==> config.mk <==
export PLATFORM = sky130hd
export DESIGN_NAME = spi_byte_engine
export DESIGN_NICKNAME = d
export VERILOG_FILES = /design/src/rtl/spi_byte_engine.sv
export SDC_FILE = /design/constraint.sdc
export NUM_CORES = 1
export LEC_CHECK = 0
export CAP_MARGIN = 30
export CORE_ASPECT_RATIO = 1.1
export CORE_MARGIN = 2
export CORE_UTILIZATION = 55
export DETAILED_ROUTE_END_ITERATION = 8
export DONT_BUFFER_PORTS = 1
export PLACE_DENSITY = 0.75
export SLEW_MARGIN = 20
export SYNTH_ARGS = -nofsm -noshare
export SYNTH_HDL_FRONTEND = slang
export SYNTH_SLANG_ARGS = --single-unit
==> constraint.sdc <==
create_clock -name CLK -period 2.4 [get_ports CLK]
set_clock_uncertainty 0.15 [all_clocks]
set_input_delay 0.48 -clock CLK [delete_from_list [all_inputs] [get_ports CLK]]
set_output_delay 0.48 -clock CLK [all_outputs]
set_load 0.005 [all_outputs]
==> src/rtl/spi_byte_engine.sv <==
// Byte-level SPI Mode 0 master shifter: one byte per getByte request, MSB first,
// MISO sampled on each SCLK rise, received byte published on RxData at completion.
module spi_byte_engine #(
    parameter int CLK_DIV    = 1,
    parameter int GAP_CYCLES = 1
) (
    input  logic       CLK,
    input  logic       RST,
    input  logic       getByte,
    input  logic [7:0] sndData,
    input  logic       MISO,
    output logic       BUSY,
    output logic [7:0] RxData,
    output logic       SCLK,
    output logic       MOSI
);

    typedef enum logic [1:0] {IDLE, SHIFT, GAP} state_t;

    localparam int DIV_W = (CLK_DIV > 1) ? $clog2(CLK_DIV) : 1;
    localparam int GAP_W = (GAP_CYCLES > 1) ? $clog2(GAP_CYCLES) : 1;
    localparam logic [DIV_W-1:0] DIV_LAST = DIV_W'(CLK_DIV - 1);
    localparam logic [GAP_W-1:0] GAP_LAST = GAP_W'((GAP_CYCLES > 0) ? GAP_CYCLES - 1 : 0);

    state_t           state_q, state_d;
    logic [DIV_W-1:0] div_cnt_q, div_cnt_d;
    logic [GAP_W-1:0] gap_cnt_q, gap_cnt_d;
    logic [2:0]       bit_cnt_q, bit_cnt_d;
    logic [7:0]       tx_sr_q, tx_sr_d;
    logic [7:0]       rx_sr_q, rx_sr_d;
    logic [7:0]       rx_data_q, rx_data_d;
    logic             sclk_q, sclk_d;
    logic             mosi_q, mosi_d;
    logic             busy_q, busy_d;

    // NOTE: sequential state uses non-blocking assignments so every register
    // samples the pre-edge values, independent of statement order.
    always_ff @(posedge CLK) begin
        if (RST) begin
            state_q   <= IDLE;
            div_cnt_q <= '0;
            gap_cnt_q <= '0;
            bit_cnt_q <= '0;
            tx_sr_q   <= '0;
            rx_sr_q   <= '0;
            rx_data_q <= '0;
            sclk_q    <= 1'b0;
            mosi_q    <= 1'b0;
            busy_q    <= 1'b0;
        end else begin
            state_q   <= state_d;
            div_cnt_q <= div_cnt_d;
            gap_cnt_q <= gap_cnt_d;
            bit_cnt_q <= bit_cnt_d;
            tx_sr_q   <= tx_sr_d;
            rx_sr_q   <= rx_sr_d;
            rx_data_q <= rx_data_d;
            sclk_q    <= sclk_d;
            mosi_q    <= mosi_d;
            busy_q    <= busy_d;
        end
    end

    // NOTE: every next-state signal is defaulted first so no path leaves one
    // unassigned, which would otherwise infer a latch.
    always_comb begin
        state_d   = state_q;
        div_cnt_d = div_cnt_q;
        gap_cnt_d = gap_cnt_q;
        bit_cnt_d = bit_cnt_q;
        tx_sr_d   = tx_sr_q;
        rx_sr_d   = rx_sr_q;
        rx_data_d = rx_data_q;
        sclk_d    = sclk_q;
        mosi_d    = mosi_q;
        busy_d    = busy_q;

        case (state_q)
            IDLE: begin
                sclk_d = 1'b0;
                mosi_d = 1'b0;
                busy_d = 1'b0;
                if (getByte) begin
                    tx_sr_d   = sndData;
                    mosi_d    = sndData[7];
                    busy_d    = 1'b1;
                    bit_cnt_d = '0;
                    div_cnt_d = '0;
                    state_d   = SHIFT;
                end
            end

            SHIFT: begin
                if (div_cnt_q == DIV_LAST) begin
                    div_cnt_d = '0;
                    sclk_d    = ~sclk_q;
                    if (!sclk_q) begin
                        rx_sr_d = {rx_sr_q[6:0], MISO};
                    end else if (bit_cnt_q != 3'd7) begin
                        bit_cnt_d = bit_cnt_q + 3'd1;
                        tx_sr_d   = {tx_sr_q[6:0], 1'b0};
                        mosi_d    = tx_sr_q[6];
                    end else begin
                        // rx_sr already holds the bit taken on the eighth rise.
                        rx_data_d = rx_sr_q;
                        mosi_d    = 1'b0;
                        gap_cnt_d = '0;
                        if (GAP_CYCLES == 0) begin
                            busy_d  = 1'b0;
                            state_d = IDLE;
                        end else begin
                            state_d = GAP;
                        end
                    end
                end else begin
                    div_cnt_d = div_cnt_q + 1'b1;
                end
            end

            GAP: begin
                sclk_d = 1'b0;
                mosi_d = 1'b0;
                busy_d = 1'b1;
                if (gap_cnt_q == GAP_LAST) begin
                    busy_d  = 1'b0;
                    state_d = IDLE;
                end else begin
                    gap_cnt_d = gap_cnt_q + 1'b1;
                end
            end

            default: state_d = IDLE;
        endcase
    end

    assign BUSY   = busy_q;
    assign RxData = rx_data_q;
    assign SCLK   = sclk_q;
    assign MOSI   = mosi_q;

endmodule

# == Word level (Yosys, flattened, before mapping) ==
# Index checks and enable logic that the tools add are counted.
# word_totals
ff_bits,33
output_inout_bits,11
wordCells,74
# op_classes
add_sub_neg,3
eq_ne,9
n_mux,34
bitwise,3
n_reduce_logical,15
# op_table
operator,n
$mux 7,4
$pmux 7 s2,1
$mux 1,13
$mux 3,4
$ne 2x2->1 const B,6
$mux 2,5
$reduce_and 5->1,2
$pmux 1 s2,4
$reduce_and 4->1,2
$reduce_bool 2->1,4
$pmux 2 s3,1
$pmux 3 s2,1
$reduce_and 3->1,2
$reduce_and 2->1,2
$add 3x1->3 const B,1
$ne 3x3->1 const B,1
$not 1->1,3
$pmux 1 s3,1
$reduce_bool 3->1,1
$add 1x1->1 const B,2
$eq 2x1->1 const B,1
$eq 2x2->1 const B,1
$logic_not 2->1,1
$reduce_or 2->1,1

# == Logic depth before layout (Yosys ltp) ==
# depth
depth_word,5
ltp_mapped,7

# == Worst setup path after synthesis ==
# No wires, ideal clock.
# synth_path
path_type,register to register
start,register bit_cnt_q[0]
end,register bit_cnt_q[0]
t_arrival_ns,1.592
path_slack_ns,0.584
path_stages_with_launch,7
n_path_buf,1
synth_period_minus_slack_ns,1.816
cell_sequence,dfxtp_1 > ha_1 > ha_1 > nand2b_1 > buf_6 > or4b_1 > a31oi_1
# synth_via
elab_chain_len,5
elab_cells_between_ends,8
# synth_lines
item,line_no,rtl
"start, declared",28,"logic [2:0] bit_cnt_q, bit_cnt_d;"
"start signal, assigned",54,bit_cnt_q <= bit_cnt_d;
$add 3x1->3,100,bit_cnt_d = bit_cnt_q + 3'd1;
$mux 3,99,end else if (bit_cnt_q != 3'd7) begin
$mux 3,97,if (!sclk_q) begin
$mux 3,94,if (div_cnt_q == DIV_LAST) begin
$pmux 3 s2,78,case (state_q)
# Several ways; a longest one is shown, not always the timed one. The select of a mux whose other input is x is not followed.
# A chain may end at the register's enable or synchronous reset.

# == Final worst setup path ==
# layout_path
start,register bit_cnt_q[0]
end,register tx_sr_q[3]
# layout_via
elab_chain_len,3
# layout_lines
item,line_no,rtl
$ne 3x3->1,99,
$ne 2x2->1 (no line),--,
$reduce_and 5->1 (no line),--,
"end signal, assigned",55,tx_sr_q <= tx_sr_d;
"end, declared",29,"logic [7:0] tx_sr_q, tx_sr_d;"
# Every way passes these cells.

==> results.md <==
- Status: complete, no violations
- Nets: 169
- RR Startpoint: bit_cnt_q[0]
- R2R Setup Slk: 0.43 ns
- Mean Syn Cell Area: about 9.5 sq um
- CP Launch Point: bit_cnt_q[0]
- Area after DPL: between 1000 and 1500 sq um
- Crit-path most repeated cell: ha_1
- Crit share post-route: 0.822
- Total CTS buffers: 5
- Critical R2R Capture: tx_sr_q[3]
- Pwr per Cell Area: 995 nW/um^2
- Vias/cell: 5.93
- Max Freq: 507 MHz
- Postcts setup bufs: 0
- First-pass GRT wire length: 4.32 mm
- Root cell of the clock tree: clkbuf_4
- Critical Path RT: 2.53 ns
- Initial DRC count: 30
- DRC viols: 0
- Site row count: 19
- Die span in x: 52.4 um
- Initial core utilization: 0.573
- Sequential share of the synthesized area: 0.438
- Worst skew pair latency: between 0.3 and 0.4 ns
- Final slew viol count: 0
- Tightest Hold Check Type: input port to register
- Synth warn: 0
- Share of post-route cells with drive strength above 1: 0.121
- Synth unique cells: 29
- Hold Crit Depth: 1
- Die height: approximately 57 um
- H-Tree Level Count: 2
- Sum Neg Setup Slack: 0 ns
- Mapped Cells: 149
- CTS tree: done
- Seq cells post-synth: 31
- Slew @ Worst Pin: between 0.4 and 0.5 ns
- ANT nets after route: 0
- 1st-pass router iterations: 4
- Clock Pin Slew Worst Setup and Hold Paths: 0.10 ns
- Final GP Congestion: between 0.7 and 0.8
- Critical path class: register to register
- Routed WL: 2.49 mm
- ANT cells: 0
- Tot GR Track Use: 0.193
- Drt wl/cell: 13.9 um
- Largest net degree at the start of global routing: 29
- Slowest CP cell: a2111oi_0
- Commonest non-fill, non-tap cell in the layout: dfxtp_1
- # resized after CTS: 0
- Initial antenna violation count: 0
- Max FO, Critical Path: 10
- Placeable Area: about 2500 sq um
- Slowest stage delay, CP: 0.54 ns
- Total power: between 1500 and 2000 uW
- Final setup violation count: 0
- Dpl cells: 172
- CP Cell Sequence: ha_1, ha_1, nand2b_1, a2111oi_0, a31o_2
- Number of global-route vias before repair: 1038
- Worst Setup Start Kind: register
- # hold bufs at CTS: 0
- Sink Count: 31
- P&R area growth vs syn: 6.36%
- R2R depth: 5
- Total number of vias: 1067
- Post-layout util: 0.610
- Max_cap viols: 0
- HPWL reported at the end of detailed placement: 1.79 mm
- Final hold violations: 0
- Full die area: 3000 sq um
- Port Buffers: 0
- Most frequent cells in the layout: dfxtp_1, nand2_1, mux2i_1
- Max-slew headroom: 0.686
- Pleak: ~0.00063 uW
- Maximum buffer depth of the clock tree: 2
- Crit path DAT: 2.10 ns
- Synth Net Count: 170
- Crit path buf inv count: 0
- Largest delay contributor family on the critical path: compound AO/OA/AOI/OAI gates
- Non-filler instance count after layout: 180
- Layout fillers: between 200 and 250
- VDD IR max: 0.663 mV
- Hold Crit Endpoint: RxData[4]
- Post-Syn Area: 1420 sq um
- Fin crit period: 1.97 ns
- I/O pins: 23
- Unrepaired setup endpoints after global routing: no
- Total grt overflow: 0
- Design Area, Final: about 1500 sq um
- Worst setup EP type: register
- Worst hold path startpoint: RST
[per-stage QoR]
stage	hold slack, ns	setup WS, ns
after floorplan	0.286	0.584
after global placement	0.284	0.526
after detailed placement	0.294	0.461
after CTS	0.0413	0.433
after global routing	0.0206	0.301
final	0.0552	0.427
[cells by family after synthesis]
logic type               Yosys count  share of synthesized area
adder cells (fa/ha/maj)            9                     0.0794
flip-flops                        31                      0.438
AND/OR/NAND/NOR                   47                      0.156
AO/OA/AOI/OAI                     29                      0.142
buffers and inverters             13                     0.0432
multiplexers                      20                      0.141
[worst max-delay path by stage]
stage	slack (ns)	cells after the start	endpoint
2_1_floorplan	0.58	6	bit_cnt_q[0]
3_3_place_gp	0.53	5	bit_cnt_q[0]
3_5_place_dp	0.46	5	bit_cnt_q[0]
4_1_cts	0.43	5	bit_cnt_q[0]
5_1_grt	0.30	5	tx_sr_q[5]
6_report	0.43	5	tx_sr_q[3]
[metal layers]
| layer | wire length (um) | vias to the layer above | share of wire | track usage |
|---|---|---|---|---|
| li1 | - | 523 | - | - |
| met1 | 1040 | 520 | 0.42 | 0.210 |
| met2 | 1310 | 20 | 0.52 | 0.330 |
| met4 | 29 | 0 | 0.012 | 0.0659 |
| met5 | 0 | - | 0 | 0 |
| met3 | 122 | 4 | 0.049 | 0.0838 |
[power by group]
group	internal [uW]	switching, uW	total (uW)
clock	246	183	429
combinational	180	245	425
sequential	584	62.1	646
total	1010	490	1500
[synth_stat cells]
master     count  area share
dfxtp_1       31        0.44
nand2_1       24       0.064
mux2i_1       20        0.14
a21oi_1       12       0.042
ha_1           9       0.079
nor2_1         9       0.024
a31o_2         7       0.043
a2111oi_0      6       0.037
clkbuf_1       6       0.016
inv_1          3      0.0079
nand3_1        3       0.011
nand2b_1       2      0.0088
a211o_1        1      0.0062
a21o_1         1      0.0053
a31oi_1        1      0.0044
and2b_1        1      0.0053
buf_1          1      0.0026
buf_2          1      0.0035
buf_4          1      0.0053
buf_6          1      0.0079
nand3_2        1      0.0071
nand3b_1       1      0.0053
nand4b_1       1      0.0062
nor2b_1        1      0.0044
nor3_1         1      0.0035
nor4_1         1      0.0044
nor4b_1        1      0.0062
o21ai_0        1      0.0035
or4b_1         1      0.0071
[flip-flops by register name, indices dropped and copies added (netlist names)]
name	cells
SCLK	1
tx_sr_q	7
RxData	8
BUSY	1
state_q	2
bit_cnt_q	3
MOSI	1
rx_sr_q	8
[final cells by class]
cell class | instances | area, sq um | area share
clock inverters | 2 | 35.0 | 0.0232
flip-flops and latches | 31 | 621 | 0.412
clock buffers | 6 | 51.3 | 0.0340
repair buffers | 2 | 15.0 | 0.00996
multi-input cells | 105 | 736 | 0.488
well taps | 31 | 38.8 | 0.0257
inverters | 3 | 11.3 | 0.00747
Note: power is estimated with default switching activity, not from simulation.
